## src/rtl/mixer_pkg.sv

```systemverilog
// Shared definitions for the multi-channel mixer: pan codes, sequencer
// states, reset configuration values and a constant clog2 helper.
package mixer_pkg;

    typedef enum logic [1:0] {
        PAN_OFF   = 2'b00,
        PAN_LEFT  = 2'b01,
        PAN_RIGHT = 2'b10,
        PAN_BOTH  = 2'b11
    } pan_t;

    typedef enum logic {
        ST_ACCUM = 1'b0,
        ST_LATCH = 1'b1
    } seq_state_t;

    localparam logic [3:0] VOL_RESET = 4'd15;
    localparam pan_t       PAN_RESET = PAN_BOTH;

    // Ceiling log2, usable in constant expressions.
    function automatic int unsigned clog2(input int unsigned value);
        int unsigned result;
        result = 0;
        for (int unsigned i = 0; i < 32; i++) begin
            if ((32'd1 << i) < value) begin
                result = i + 1;
            end
        end
        return result;
    endfunction

endpackage

```

## src/rtl/sd_dac_channel.sv

```systemverilog
// First-order sigma-delta modulator: the carry out of a DW-bit phase
// accumulator forms the PDM bitstream, so ones density tracks the word.
module sd_dac_channel
    import mixer_pkg::*;
#(
    parameter int DW = 13
) (
    input  logic          clk,
    input  logic          rst_n,
    input  logic [DW-1:0] word,
    output logic          pdm
);

    logic [DW:0] acc;

    // Accumulate the word onto the residue, dropping the previous carry.
    always_ff @(posedge clk or negedge rst_n) begin
        if (!rst_n) begin
            acc <= '0;
        end else begin
            acc <= {1'b0, acc[DW-1:0]} + {1'b0, word};
        end
    end

    assign pdm = acc[DW];

endmodule

```

## src/rtl/multi_channel_mixer.sv

```systemverilog
// Time-multiplexed stereo mixer: one channel is scaled, panned and summed
// per clock, the sums are saturated into DAC words once per frame and each
// side drives a sigma-delta modulator.
module multi_channel_mixer
    import mixer_pkg::*;
#(
    parameter int NCH = 4,
    parameter int IW  = 12,
    parameter int DW  = 13
) (
    input  logic             clk,
    input  logic             rst_n,
    input  logic [NCH*IW-1:0] ch_in,
    input  logic             wr_en,
    input  logic [3:0]       wr_addr,
    input  logic [5:0]       wr_data,
    output logic             audio_out_left,
    output logic             audio_out_right,
    output logic             sample_stb
);

    localparam int AW = IW + clog2(NCH) + 1;
    localparam int PW = IW + 4;
    localparam int CW = (AW > DW) ? AW : DW;
    localparam logic [CW-1:0] SAT_MAX = CW'({DW{1'b1}});

    seq_state_t    state, state_next;
    logic [3:0]    idx, idx_next;

    logic [3:0]    act_vol [NCH];
    pan_t          act_pan [NCH];
    logic [3:0]    shd_vol [NCH];
    pan_t          shd_pan [NCH];

    logic [IW-1:0] cur_sample;
    logic [3:0]    cur_vol;
    pan_t          cur_pan;
    logic [PW-1:0] product;
    logic [IW-1:0] scaled;
    logic [AW-1:0] add_left, add_right;
    logic [AW-1:0] acc_left, acc_right;
    logic [DW-1:0] sat_left, sat_right;
    logic [DW-1:0] dac_word_left, dac_word_right;
    logic          stb;

    // Sequencer state register.
    always_ff @(posedge clk or negedge rst_n) begin
        if (!rst_n) begin
            state <= ST_ACCUM;
            idx   <= '0;
        end else begin
            state <= state_next;
            idx   <= idx_next;
        end
    end

    // Sequencer next state: NCH accumulate steps followed by one latch step.
    always_comb begin
        state_next = state;
        idx_next   = idx;
        case (state)
            ST_ACCUM: begin
                if (idx == 4'(NCH - 1)) begin
                    state_next = ST_LATCH;
                    idx_next   = '0;
                end else begin
                    idx_next = idx + 4'd1;
                end
            end
            ST_LATCH: begin
                state_next = ST_ACCUM;
                idx_next   = '0;
            end
            default: begin
                state_next = ST_ACCUM;
                idx_next   = '0;
            end
        endcase
    end

    // Select the live sample and active config of the channel being summed.
    always_comb begin
        cur_sample = '0;
        cur_vol    = '0;
        cur_pan    = PAN_OFF;
        for (int unsigned k = 0; k < NCH; k++) begin
            if (idx == k[3:0]) begin
                cur_sample = ch_in[k*IW +: IW];
                cur_vol    = act_vol[k];
                cur_pan    = act_pan[k];
            end
        end
    end

    // Volume scaling by (vol+1)/16 and routing to the selected sides.
    always_comb begin
        product   = PW'(cur_sample) * PW'({1'b0, cur_vol} + 5'd1);
        scaled    = product[PW-1:4];
        add_left  = '0;
        add_right = '0;
        if (cur_pan == PAN_LEFT || cur_pan == PAN_BOTH) begin
            add_left = AW'(scaled);
        end
        if (cur_pan == PAN_RIGHT || cur_pan == PAN_BOTH) begin
            add_right = AW'(scaled);
        end
    end

    // Frame accumulators; index 0 restarts the sum instead of adding to it.
    always_ff @(posedge clk or negedge rst_n) begin
        if (!rst_n) begin
            acc_left  <= '0;
            acc_right <= '0;
        end else if (state == ST_ACCUM) begin
            acc_left  <= (idx == '0 ? '0 : acc_left) + add_left;
            acc_right <= (idx == '0 ? '0 : acc_right) + add_right;
        end
    end

    // Clamp the frame sums to the DAC range.
    always_comb begin
        sat_left  = (CW'(acc_left) > SAT_MAX) ? '1 : DW'(acc_left);
        sat_right = (CW'(acc_right) > SAT_MAX) ? '1 : DW'(acc_right);
    end

    // DAC words and the strobe that marks their first valid cycle.
    always_ff @(posedge clk or negedge rst_n) begin
        if (!rst_n) begin
            dac_word_left  <= '0;
            dac_word_right <= '0;
            stb            <= 1'b0;
        end else begin
            stb <= (state == ST_LATCH);
            if (state == ST_LATCH) begin
                dac_word_left  <= sat_left;
                dac_word_right <= sat_right;
            end
        end
    end

    // Shadow config takes writes; active config reloads from shadow at latch.
    // Non-blocking update means a write in the latch cycle misses this reload.
    always_ff @(posedge clk or negedge rst_n) begin
        if (!rst_n) begin
            for (int unsigned k = 0; k < NCH; k++) begin
                act_vol[k] <= VOL_RESET;
                act_pan[k] <= PAN_RESET;
                shd_vol[k] <= VOL_RESET;
                shd_pan[k] <= PAN_RESET;
            end
        end else begin
            for (int unsigned k = 0; k < NCH; k++) begin
                if (state == ST_LATCH) begin
                    act_vol[k] <= shd_vol[k];
                    act_pan[k] <= shd_pan[k];
                end
                if (wr_en && wr_addr == k[3:0]) begin
                    shd_vol[k] <= wr_data[3:0];
                    shd_pan[k] <= pan_t'(wr_data[5:4]);
                end
            end
        end
    end

    assign sample_stb = stb;

    sd_dac_channel #(.DW(DW)) u_dac_left (
        .clk   (clk),
        .rst_n (rst_n),
        .word  (dac_word_left),
        .pdm   (audio_out_left)
    );

    sd_dac_channel #(.DW(DW)) u_dac_right (
        .clk   (clk),
        .rst_n (rst_n),
        .word  (dac_word_right),
        .pdm   (audio_out_right)
    );

endmodule

```

## config.mk

```make
export PLATFORM = sky130hd
export DESIGN_NAME = multi_channel_mixer
export DESIGN_NICKNAME = d
export VERILOG_FILES = /design/src/rtl/mixer_pkg.sv /design/src/rtl/sd_dac_channel.sv /design/src/rtl/multi_channel_mixer.sv
export SDC_FILE = /design/constraint.sdc
export NUM_CORES = 1
export LEC_CHECK = 0
export CAP_MARGIN = 20
export CORE_UTILIZATION = 65
export DETAILED_ROUTE_END_ITERATION = 10
export PLACE_DENSITY = 0.94
export SYNTH_ARGS = -nofsm -noshare
export SYNTH_HDL_FRONTEND = slang
export SYNTH_HIERARCHICAL = 1
export SYNTH_SLANG_ARGS = --single-unit
```

## constraint.sdc

```tcl
create_clock -name clk -period 18.5 [get_ports clk]
set_input_delay 2.775 -clock clk [delete_from_list [all_inputs] [get_ports clk]]
set_output_delay 2.775 -clock clk [all_outputs]
set_load 0.05 [all_outputs]
```

==> qor.txt <==
Run status - finished clean
Final WL - 23200 um
Clock Skew - 0.00897 ns
Clock transition at path regs - 0.06 ns
Gate Count Post-Synth - 1024
Asr flop ratio synth - 100%
RSZ-0062 raised after global routing - false
Slew Limit Headroom - 27.2%
I/O pin cnt - 64
Average cell area after synthesis - 9.50 sq um
Share of post-route cells with drive strength above 1 - 16.4%
Most common cell on crit path - ha_1
Xor and xnor area share after synthesis - 4.50%
Met2 Resource Use GR - 53.5%
Max-Cap Viols - 0
Initial core utilization - 66.7%
Nets - 1245
FILL cells - 852
Post-detail-place hpwl - 16300 um
Slew Viols, Final - 0
Met1 Use GR - 38.4%
Critical-path top delay cell - xnor2_1
R2R Setup Slk - 9.36 ns
GP Congestion - 0.861
Post-CTS Setup Bufs - 0
Slowest stage delay, CP - 0.77 ns
CP Capture Type - flip-flop
Synth Cell Area - 0.00973 sq mm
Setup TNS - 0 ns
Post-synthesis simple-gate area fraction - 17.9%
Power, Total - 1.85 mW
Mux cell area share after synthesis - 5.76%
Number of buffers created by CTS - 17
Vias - 7896
CP arrival - 9.45 ns
WP data required - 18.81 ns
Total GRT Usage - 31.5%
Seq/Total Area, Yosys - 36.1%
Main combinational cell family by area after synthesis - simple AND/OR/NAND/NOR gates
Synthesis Warnings - 6
Global-route wire length before repair - 39200 um
Flops & latches, synth - 138
GR Util met3 - 5.63%
CP startpoint kind - flip-flop
Height of the die - 124 um
# diodes - 0
Tmin final - 9.14 ns
Initial antenna violation count - 0
Largest net degree at the start of global routing - 72
Clk Latency, worst-skew pair - 0.43 ns
# hold bufs at CTS - 0
GR peak layer - met2
Post-CTS sizing - 0
Cell variety after synth - 69
Clock sink count - 138
Syn nets - 1194
Vias in the first global route - 8212
DRC - 0
# setup viols final - 0
Die X - 124 um
CTS tree - done
CP max FO - 19
H-tree depth - 4
Primary FF master, synth - dfrtp_1
Core Rows - 44
Period utilisation layout - 49.4%
Commonest non-fill, non-tap cell in the layout - nor2_1
EDFF count, synth - 0
Fmax - 0.109 GHz
Post-layout util - 75.9%
Lkg Pwr - 5.10 nW
Total grt overflow - 0
CP Class - reg2reg
Longest Clk Path Bufs - 2
1st-iter DRT viols - 667
Adder-Cell Fraction of Synth Area - 16.5%
Core ar. - 0.0146 sq mm
Power Dens Cells - 167 mW/mm^2
Via/cell ratio - 6.21
Clock root cell - clkbuf_16
Fin. Hold Viols - 0
Hold Crit Class - reg2reg
Wire length per cell - 18.2 um
Port bufs - 63
Compound-cell area share of the yosys netlist - 14.9%
Slew at the pin with the worst max-slew slack - 1.09 ns
Commonest non-fill, non-tap cells in the layout - 99 x nor2_1, 97 x nand2_1, 89 x dfrtp_1
Die footprint - 0.0155 sq mm
Peak VDD IR - 0.0000945 V
Routed Antenna Nets - 0
Drt pass-1 iters - 8
Syn-to-layout area delta - 13.7%
-- layer usage --
layer  wire (um)  share of wire [%]
met3        1210                5.2
met2       11800                 51
met1        9430                 41
met5           0                  0
met4         744                3.2
-- cells by family after synthesis --
logic type | count (synthesis)
muxes | 50
adders and majority gates | 109
xor gates and xnor gates | 50
buffers and inverters | 110
DFF | 138
and+or+nand+nor | 362
AOI/OAI and AO/OA | 205
-- Yosys cell counts (3+ instances only) --
library cell,count,area [sq um]
a21o_1,17,128
nor3b_1,3,22.5
nand3_1,41,205
or2_2,16,100
a222oi_1,12,120
buf_2,4,20.0
a21oi_2,4,35.0
dfrtp_1,90,2250
nand2b_1,13,81.3
clkbuf_1,28,105
a21oi_1,50,250
and2_1,27,169
o31a_1,4,35.0
and3_1,5,31.3
o21ai_0,45,225
o211ai_1,3,22.5
dfstp_2,48,1260
mux2_2,48,541
nand2_1,97,364
ha_1,77,963
a22oi_1,5,37.5
xnor2_1,32,280
buf_4,3,22.5
o22ai_1,5,31.3
fa_1,32,641
xor2_1,18,158
nor3_1,22,110
o21a_1,9,67.6
o31ai_1,11,82.6
buf_1,3,11.3
a31oi_1,7,43.8
nand4_1,3,18.8
inv_1,69,259
nor2b_1,20,125
nor2_1,99,372
o2111ai_1,4,35.0
-- sequential cells by signal, indices dropped and copies added, names as in the netlist --
signal           cells
shd_vol             16
acc_left            15
shd_pan              8
sample_stb           1
dac_word_left       13
acc_right           15
u_dac_right/acc     14
state                1
act_pan              8
u_dac_left/acc      14
idx                  4
act_vol             16
dac_word_right      13
-- critical path, delay by kind of cell, from the launching register on --
kind,cells,cell delay [ns]
xor gates and xnor gates,2,1.01
and+or+nand+nor,9,2.85
buffers and inverters,3,0.29
adders and majority gates,7,2.99
DFF,1,0.44
AOI/OAI and AO/OA,6,1.41
-- final timing paths --
path,startpoint,end,depth (start not counted)
worst min-delay path,u_dac_left/acc[0],u_dac_left/acc[0],1
worst min register to register,u_dac_left/acc[0],u_dac_left/acc[0],1
worst max register to register,idx[0],acc_right[14],27
max in group asynchronous,rst_n,acc_right[13],2
min in group asynchronous,rst_n,dac_word_right[1],1
worst max-delay path,idx[0],acc_right[14],27
-- power breakdown --
part / switching (mW) / total, mW / internal [mW]
Sequential: 0.0608 / 0.496 / 0.435
Clock: 0.146 / 0.336 / 0.190
Combinational: 0.588 / 1.02 / 0.432
Total: 0.795 / 1.85 / 1.06
-- area by class of cell --
cell class                      count  area (sq um)  share of cell area [%]
Sequential cell                   138          3510                    31.7
Timing Repair Buffer               72           697                    6.30
Clock buffer                       17           425                    3.84
Inverter                           70           263                    2.37
Multi-Input combinational cell    776          5790                    52.3
Tap cell                          184           230                    2.08
Clock inverter                     14           146                    1.32
-- stage by stage --
stage / hold WS, ns / instances / setup slack [ns] / cell area [sq um]
after floorplan: 0.352 / 1024 / 10.26 / 9730
after global placement: 0.453 / 1239 / 9.31 / 10500
after detailed placement: 0.461 / 1239 / 9.18 / 10500
after CTS: 0.475 / 1270 / 9.57 / 11100
after global routing: 0.505 / 1271 / 8.85 / 11100
final: 0.479 / 1271 / 9.36 / 11100
Power figures use the tool's default switching activity.
==> edit 1: new RTL, same flow settings <==
Change the parameter `NCH` from 4 to 2.
--- a/src/rtl/multi_channel_mixer.sv
+++ b/src/rtl/multi_channel_mixer.sv
@@ -4,7 +4,7 @@
 module multi_channel_mixer
     import mixer_pkg::*;
 #(
-    parameter int NCH = 4,
+    parameter int NCH = 2,
     parameter int IW  = 12,
     parameter int DW  = 13
 ) (
Ports: changed (resized ch_in); port bits go from 64 to 40. No check against the original RTL was run, so the function may have changed too.
==> edit 1 against the original RTL <==
Area after synthesis fell by 12%; total power fell by 9.6%; sequential cell count fell by 26; final cell count fell by 11%; count of clock-buffer cells in the layout fell by 5; hold slack got worse by 0.0070 ns; setup slack improved by 0.35 ns; wire length fell by 25%; die area fell by 12%; cell area fell by 16%; highest routed layer unchanged; utilization fell by 2.6 points.
==> edit 1: results (changes against the original RTL) <==
DP HPWL 13000 µm (-20%); Placer Congestion 0.920 (+6.9%); M3 GR Usage 0.0540 (-0.00230); latest clock arrival within the worst-skew pair 0.36 ns (-0.07 ns); DP Worst Slack 9.39 ns (+0.207 ns); crit path DAT 9.04 ns (-0.41 ns); largest cells by area after synthesis dfrtp_1 26%, ha_1 11%, fa_1 7.5%; Synth Instances 933 (-8.9%); Finished Layout Cells 1132 (-11%); CP peak stage delay 0.55 ns (-0.22 ns); pin count of the biggest net entering global routing 106 (+47%); GRT Overall Usage 0.283 (-0.0318); Via density 5.88 (-5.4%); dpl cells 1116 (-9.9%); Total Wirelength 17500 µm (-25%); DR iter-0 viols 418 (-37%); dpl cell area 9040 µm² (-14%); LEAKAGE 4.44 nW (-13%); synth unique cells 64 (-7.2%); M1 GR Usage 0.344 (-0.0398); CP Max Fanout 5 (-14); slowest stage cell, crit path fa_1; post-synthesis sequential area ratio 0.332 (-0.0289); met2 Resource Use GR 0.505 (-0.0297); outcome finished, final reports clean; layout cell share with drive strength beyond 1 0.116 (-0.0481); Clock Skews 0.00632 ns (-0.00264 ns)
## edit 1: final timing paths
kind	startpoint	endpoint	slack, ns	cells past startpoint
setup reg to reg	idx[0]	acc_left[12]	10.35	27
max in group asynchronous	rst_n	u_dac_left/acc[13]	14.90	2
min in group asynchronous	rst_n	u_dac_right/acc[10]	2.48	1
hold reg to reg	u_dac_left/acc[0]	u_dac_left/acc[0]	0.47	1
setup / recovery	ch_in[14]	acc_left[12]	9.71	25
hold / removal	u_dac_left/acc[0]	u_dac_left/acc[0]	0.47	1
## edit 1: final cells by class
cell class                      count  area [µm²]
Clock inverter                      4        23.8
Tap cell                          172         215
Clock buffer                       12         267
Fill cell                         911        3390
Sequential cell                   112        2840
Inverter                           64         240
Timing Repair Buffer               45         430
Multi-Input combinational cell    723        5320
## edit 1: worst max-delay path: cells and delay by family
kind,cells,cell delay [ns]
AO/OA/AOI/OAI,10,2.11
adder cells (fa/ha/maj),5,2.25
buffers and inverters,3,0.51
multiplexers,2,0.64
AND/OR/NAND/NOR,5,0.74
## edit 1: cells by family (layout without fill, tap and decap cells)
group	count (synthesis)	after routing	synth area share
buffers and inverters	98	125	0.0453
adders and majority gates	105	105	0.182
muxes	48	48	0.0623
AOI/OAI and AO/OA	193	193	0.148
DFF	112	112	0.332
and+or+nand+nor	327	327	0.178
xor gates and xnor gates	50	50	0.0513
## edit 1: power by group
group          switching (mW)  total (mW)  internal, mW
logic                   0.622        1.09         0.468
clock network          0.0880       0.190         0.102
registers              0.0455       0.394         0.348
## edit 1: metal layers
layer	vias to the layer above	share of wire
met5	-	0
met4	0	0.017
met3	23	0.046
met2	156	0.51
met1	3238	0.43
li1	3235	-
==> edit 2: new RTL, same settings <==
Made on the original files. Compare `idx` against `4'(NCH - 1)` with >= in place of ==.
--- a/src/rtl/multi_channel_mixer.sv
+++ b/src/rtl/multi_channel_mixer.sv
@@ -60,7 +60,7 @@
         idx_next   = idx;
         case (state)
             ST_ACCUM: begin
-                if (idx == 4'(NCH - 1)) begin
+                if (idx >= 4'(NCH - 1)) begin
                     state_next = ST_LATCH;
                     idx_next   = '0;
                 end else begin
Behaviour: same outputs for any inputs over 4 cycles, from zero or initial values and one cycle with rst_n low; that may be too few to reach the edited logic, so the function may still have changed.
==> edit 2 against the original RTL <==
The flow now finishes with violations (design-rule violations); via count grew 3.8%; setup slack improved by 0.28 ns; hold slack improved by 0.0056 ns; sequential share of layout area down 0.30 points; wire length up 2.6%; area after synthesis is 1.1% higher; utilization is 0.44 points higher; sequential cell count did not move; clock skew grew 0.0020 ns; cell area rose by 0.96%; critical path type is now in2reg; final cell count increased by 2.6%.
Power is not compared: it rests on default switching activity, and its combinational part moved more than twofold at a synthesized area within 25%.
==> edit 2: results (changes against the original RTL) <==
Clock Power Share 0.266; failing checks design-rule violations; Port Buffers 63 (unchanged); post-synthesis sequential area ratio 0.357 (-0.00381); Worst R2R End acc_right[13]; latest clock arrival within the worst-skew pair around 0.44 ns; DP HPWL 16500 µm (+1.6%); internal reg-to-reg setup slack 9.74 ns (+0.38 ns); share of synthesized flip-flops with an asynchronous set or reset 1.00 (unchanged); Peak VDD IR between 100 and 150 µV; DRC 2 (+2); CP peak stage delay 0.55 ns (-0.22 ns); synth unique cells 71 (+2.9%); drt pass-1 iters 9 (+1); layout cell share with drive strength beyond 1 0.154 (-0.00929); LEAKAGE about 5 nW; Reg2Reg Launch Point idx[0]; CP Max Fanout 5 (-14); via count 8198 (+3.8%); outcome complete, but fails checks; Hold Crit Endpoint dac_word_left[10]; YS warnings 6 (unchanged); number of global-route vias before repair 8439 (+2.8%); H-tree depth 4 (unchanged); postcts setup bufs 0 (unchanged); slowest stage cell, crit path fa_1; n_diodes 0 (unchanged); R2R depth 29 (+7.4%); Total Wirelength 23800 µm (+2.6%); largest cells by area after synthesis dfrtp_1 23%, dfstp_2 13%, ha_1 9.8%; global-route wire length before repair 40000 µm (+2.0%); Hold Path Depth 2 (+1); GRT Overall Usage 0.323 (+0.00772); hold crit path type reg2reg; M3 GR Usage 0.0757 (+0.0195); # resized after CTS 0 (unchanged); crit path DAT 9.22 ns (-0.23 ns); pin count of the biggest net entering global routing 83 (+15%); DR iter-0 viols 623 (-6.6%); Clock Tree Root clkbuf_16; Net Sw Power about 0.45 mW; met2 Resource Use GR 0.571 (+0.0362); worst slew pin tran 1.14 ns (+0.0443 ns); Placer Congestion 0.909 (+5.7%); layout net count 1277 (+2.6%); Post-synth top cells 102 x nand2_1, 98 x nor2_1, 90 x dfrtp_1; initial antenna violation count 0 (unchanged); Largest regs act_vol: 16 flops, shd_vol: 16 flops; Clock Skews 0.0110 ns (+0.00199 ns); total clock buffers created by CTS 17 (unchanged); M1 GR Usage 0.376 (-0.00786); HP Start acc_left[10]; DP Worst Slack 9.33 ns (+0.150 ns)
==> edit 2: cell count changes after synthesis, moves of 7 or more <==
cell / before / now
a222oi_1: 12 / 0
or2_2: 16 / 7
a221oi_1: 0 / 10
a21oi_1: 50 / 60
o21ai_0: 45 / 52
inv_1: 69 / 83
==> edit 2: power by group through the flow <==
stage | Sequential [mW] | Clock [mW] | Combinational, mW
floorplan | 0.449 | 0 | 0.334
global placement | 0.452 | 0 | 0.405
detailed placement | 0.459 | 0 | 0.430
CTS | 0.457 | 0.329 | 0.438
global route | 0.467 | 0.341 | 0.492
finish | 0.459 | 0.326 | 0.443
==> edit 2: worst max path at each step <==
stage | from | endpoint | slack [ns] | cells past startpoint
detailed placement | ch_in[14] | acc_left[14] | 9.33 | 23
CTS | ch_in[14] | acc_left[14] | 9.76 | 23
global placement | ch_in[2] | acc_left[14] | 9.50 | 23
finish | ch_in[16] | acc_right[13] | 9.64 | 26
global route | ch_in[3] | acc_right[13] | 9.13 | 26
floorplan | ch_in[2] | acc_left[14] | 10.32 | 22
==> edit 2: metrics by stage <==
stage	hold WS (ns)	cells	area [µm²]
2_1_floorplan	0.352	1054	9840
3_3_place_gp	0.452	1270	10600
3_5_place_dp	0.477	1270	10600
4_1_cts	0.489	1302	11100
5_1_grt	0.519	1304	11200
6_report	0.485	1304	11200
==> edit 2: cells by family (layout without fill, tap and decap cells) <==
logic type	Yosys count	in the layout	synth area share
simple gates	372	372	0.182
mux	54	54	0.0614
xor+xnor	42	42	0.0374
buf+inv	122	188	0.0497
compound gates	215	215	0.148
fa+ha+maj	109	109	0.163
other cells	1	2	0.000381
flops	138	138	0.357
==> edit 2: final cells by class <==
type	count	area [µm²]
Multi-Input combinational cell	794	5840
Sequential cell	138	3510
Inverter	83	312
Tap cell	184	230
Fill cell	869	3470
Clock buffer	18	429
Clock inverter	14	126
Timing Repair Buffer	73	727
==> edit 2: layer usage <==
metal / routed length [µm] / share of wire
met5: 0 / 0
met3: 1460 / 0.061
met4: 799 / 0.034
met2: 12200 / 0.51
met1: 9350 / 0.39
==> edit 2: worst max-delay path, delay by kind of cell <==
family / cells / cell delay [ns]
compound gates: 13 / 2.99
fa+ha+maj: 5 / 2.29
buf+inv: 3 / 0.50
simple gates: 5 / 0.67
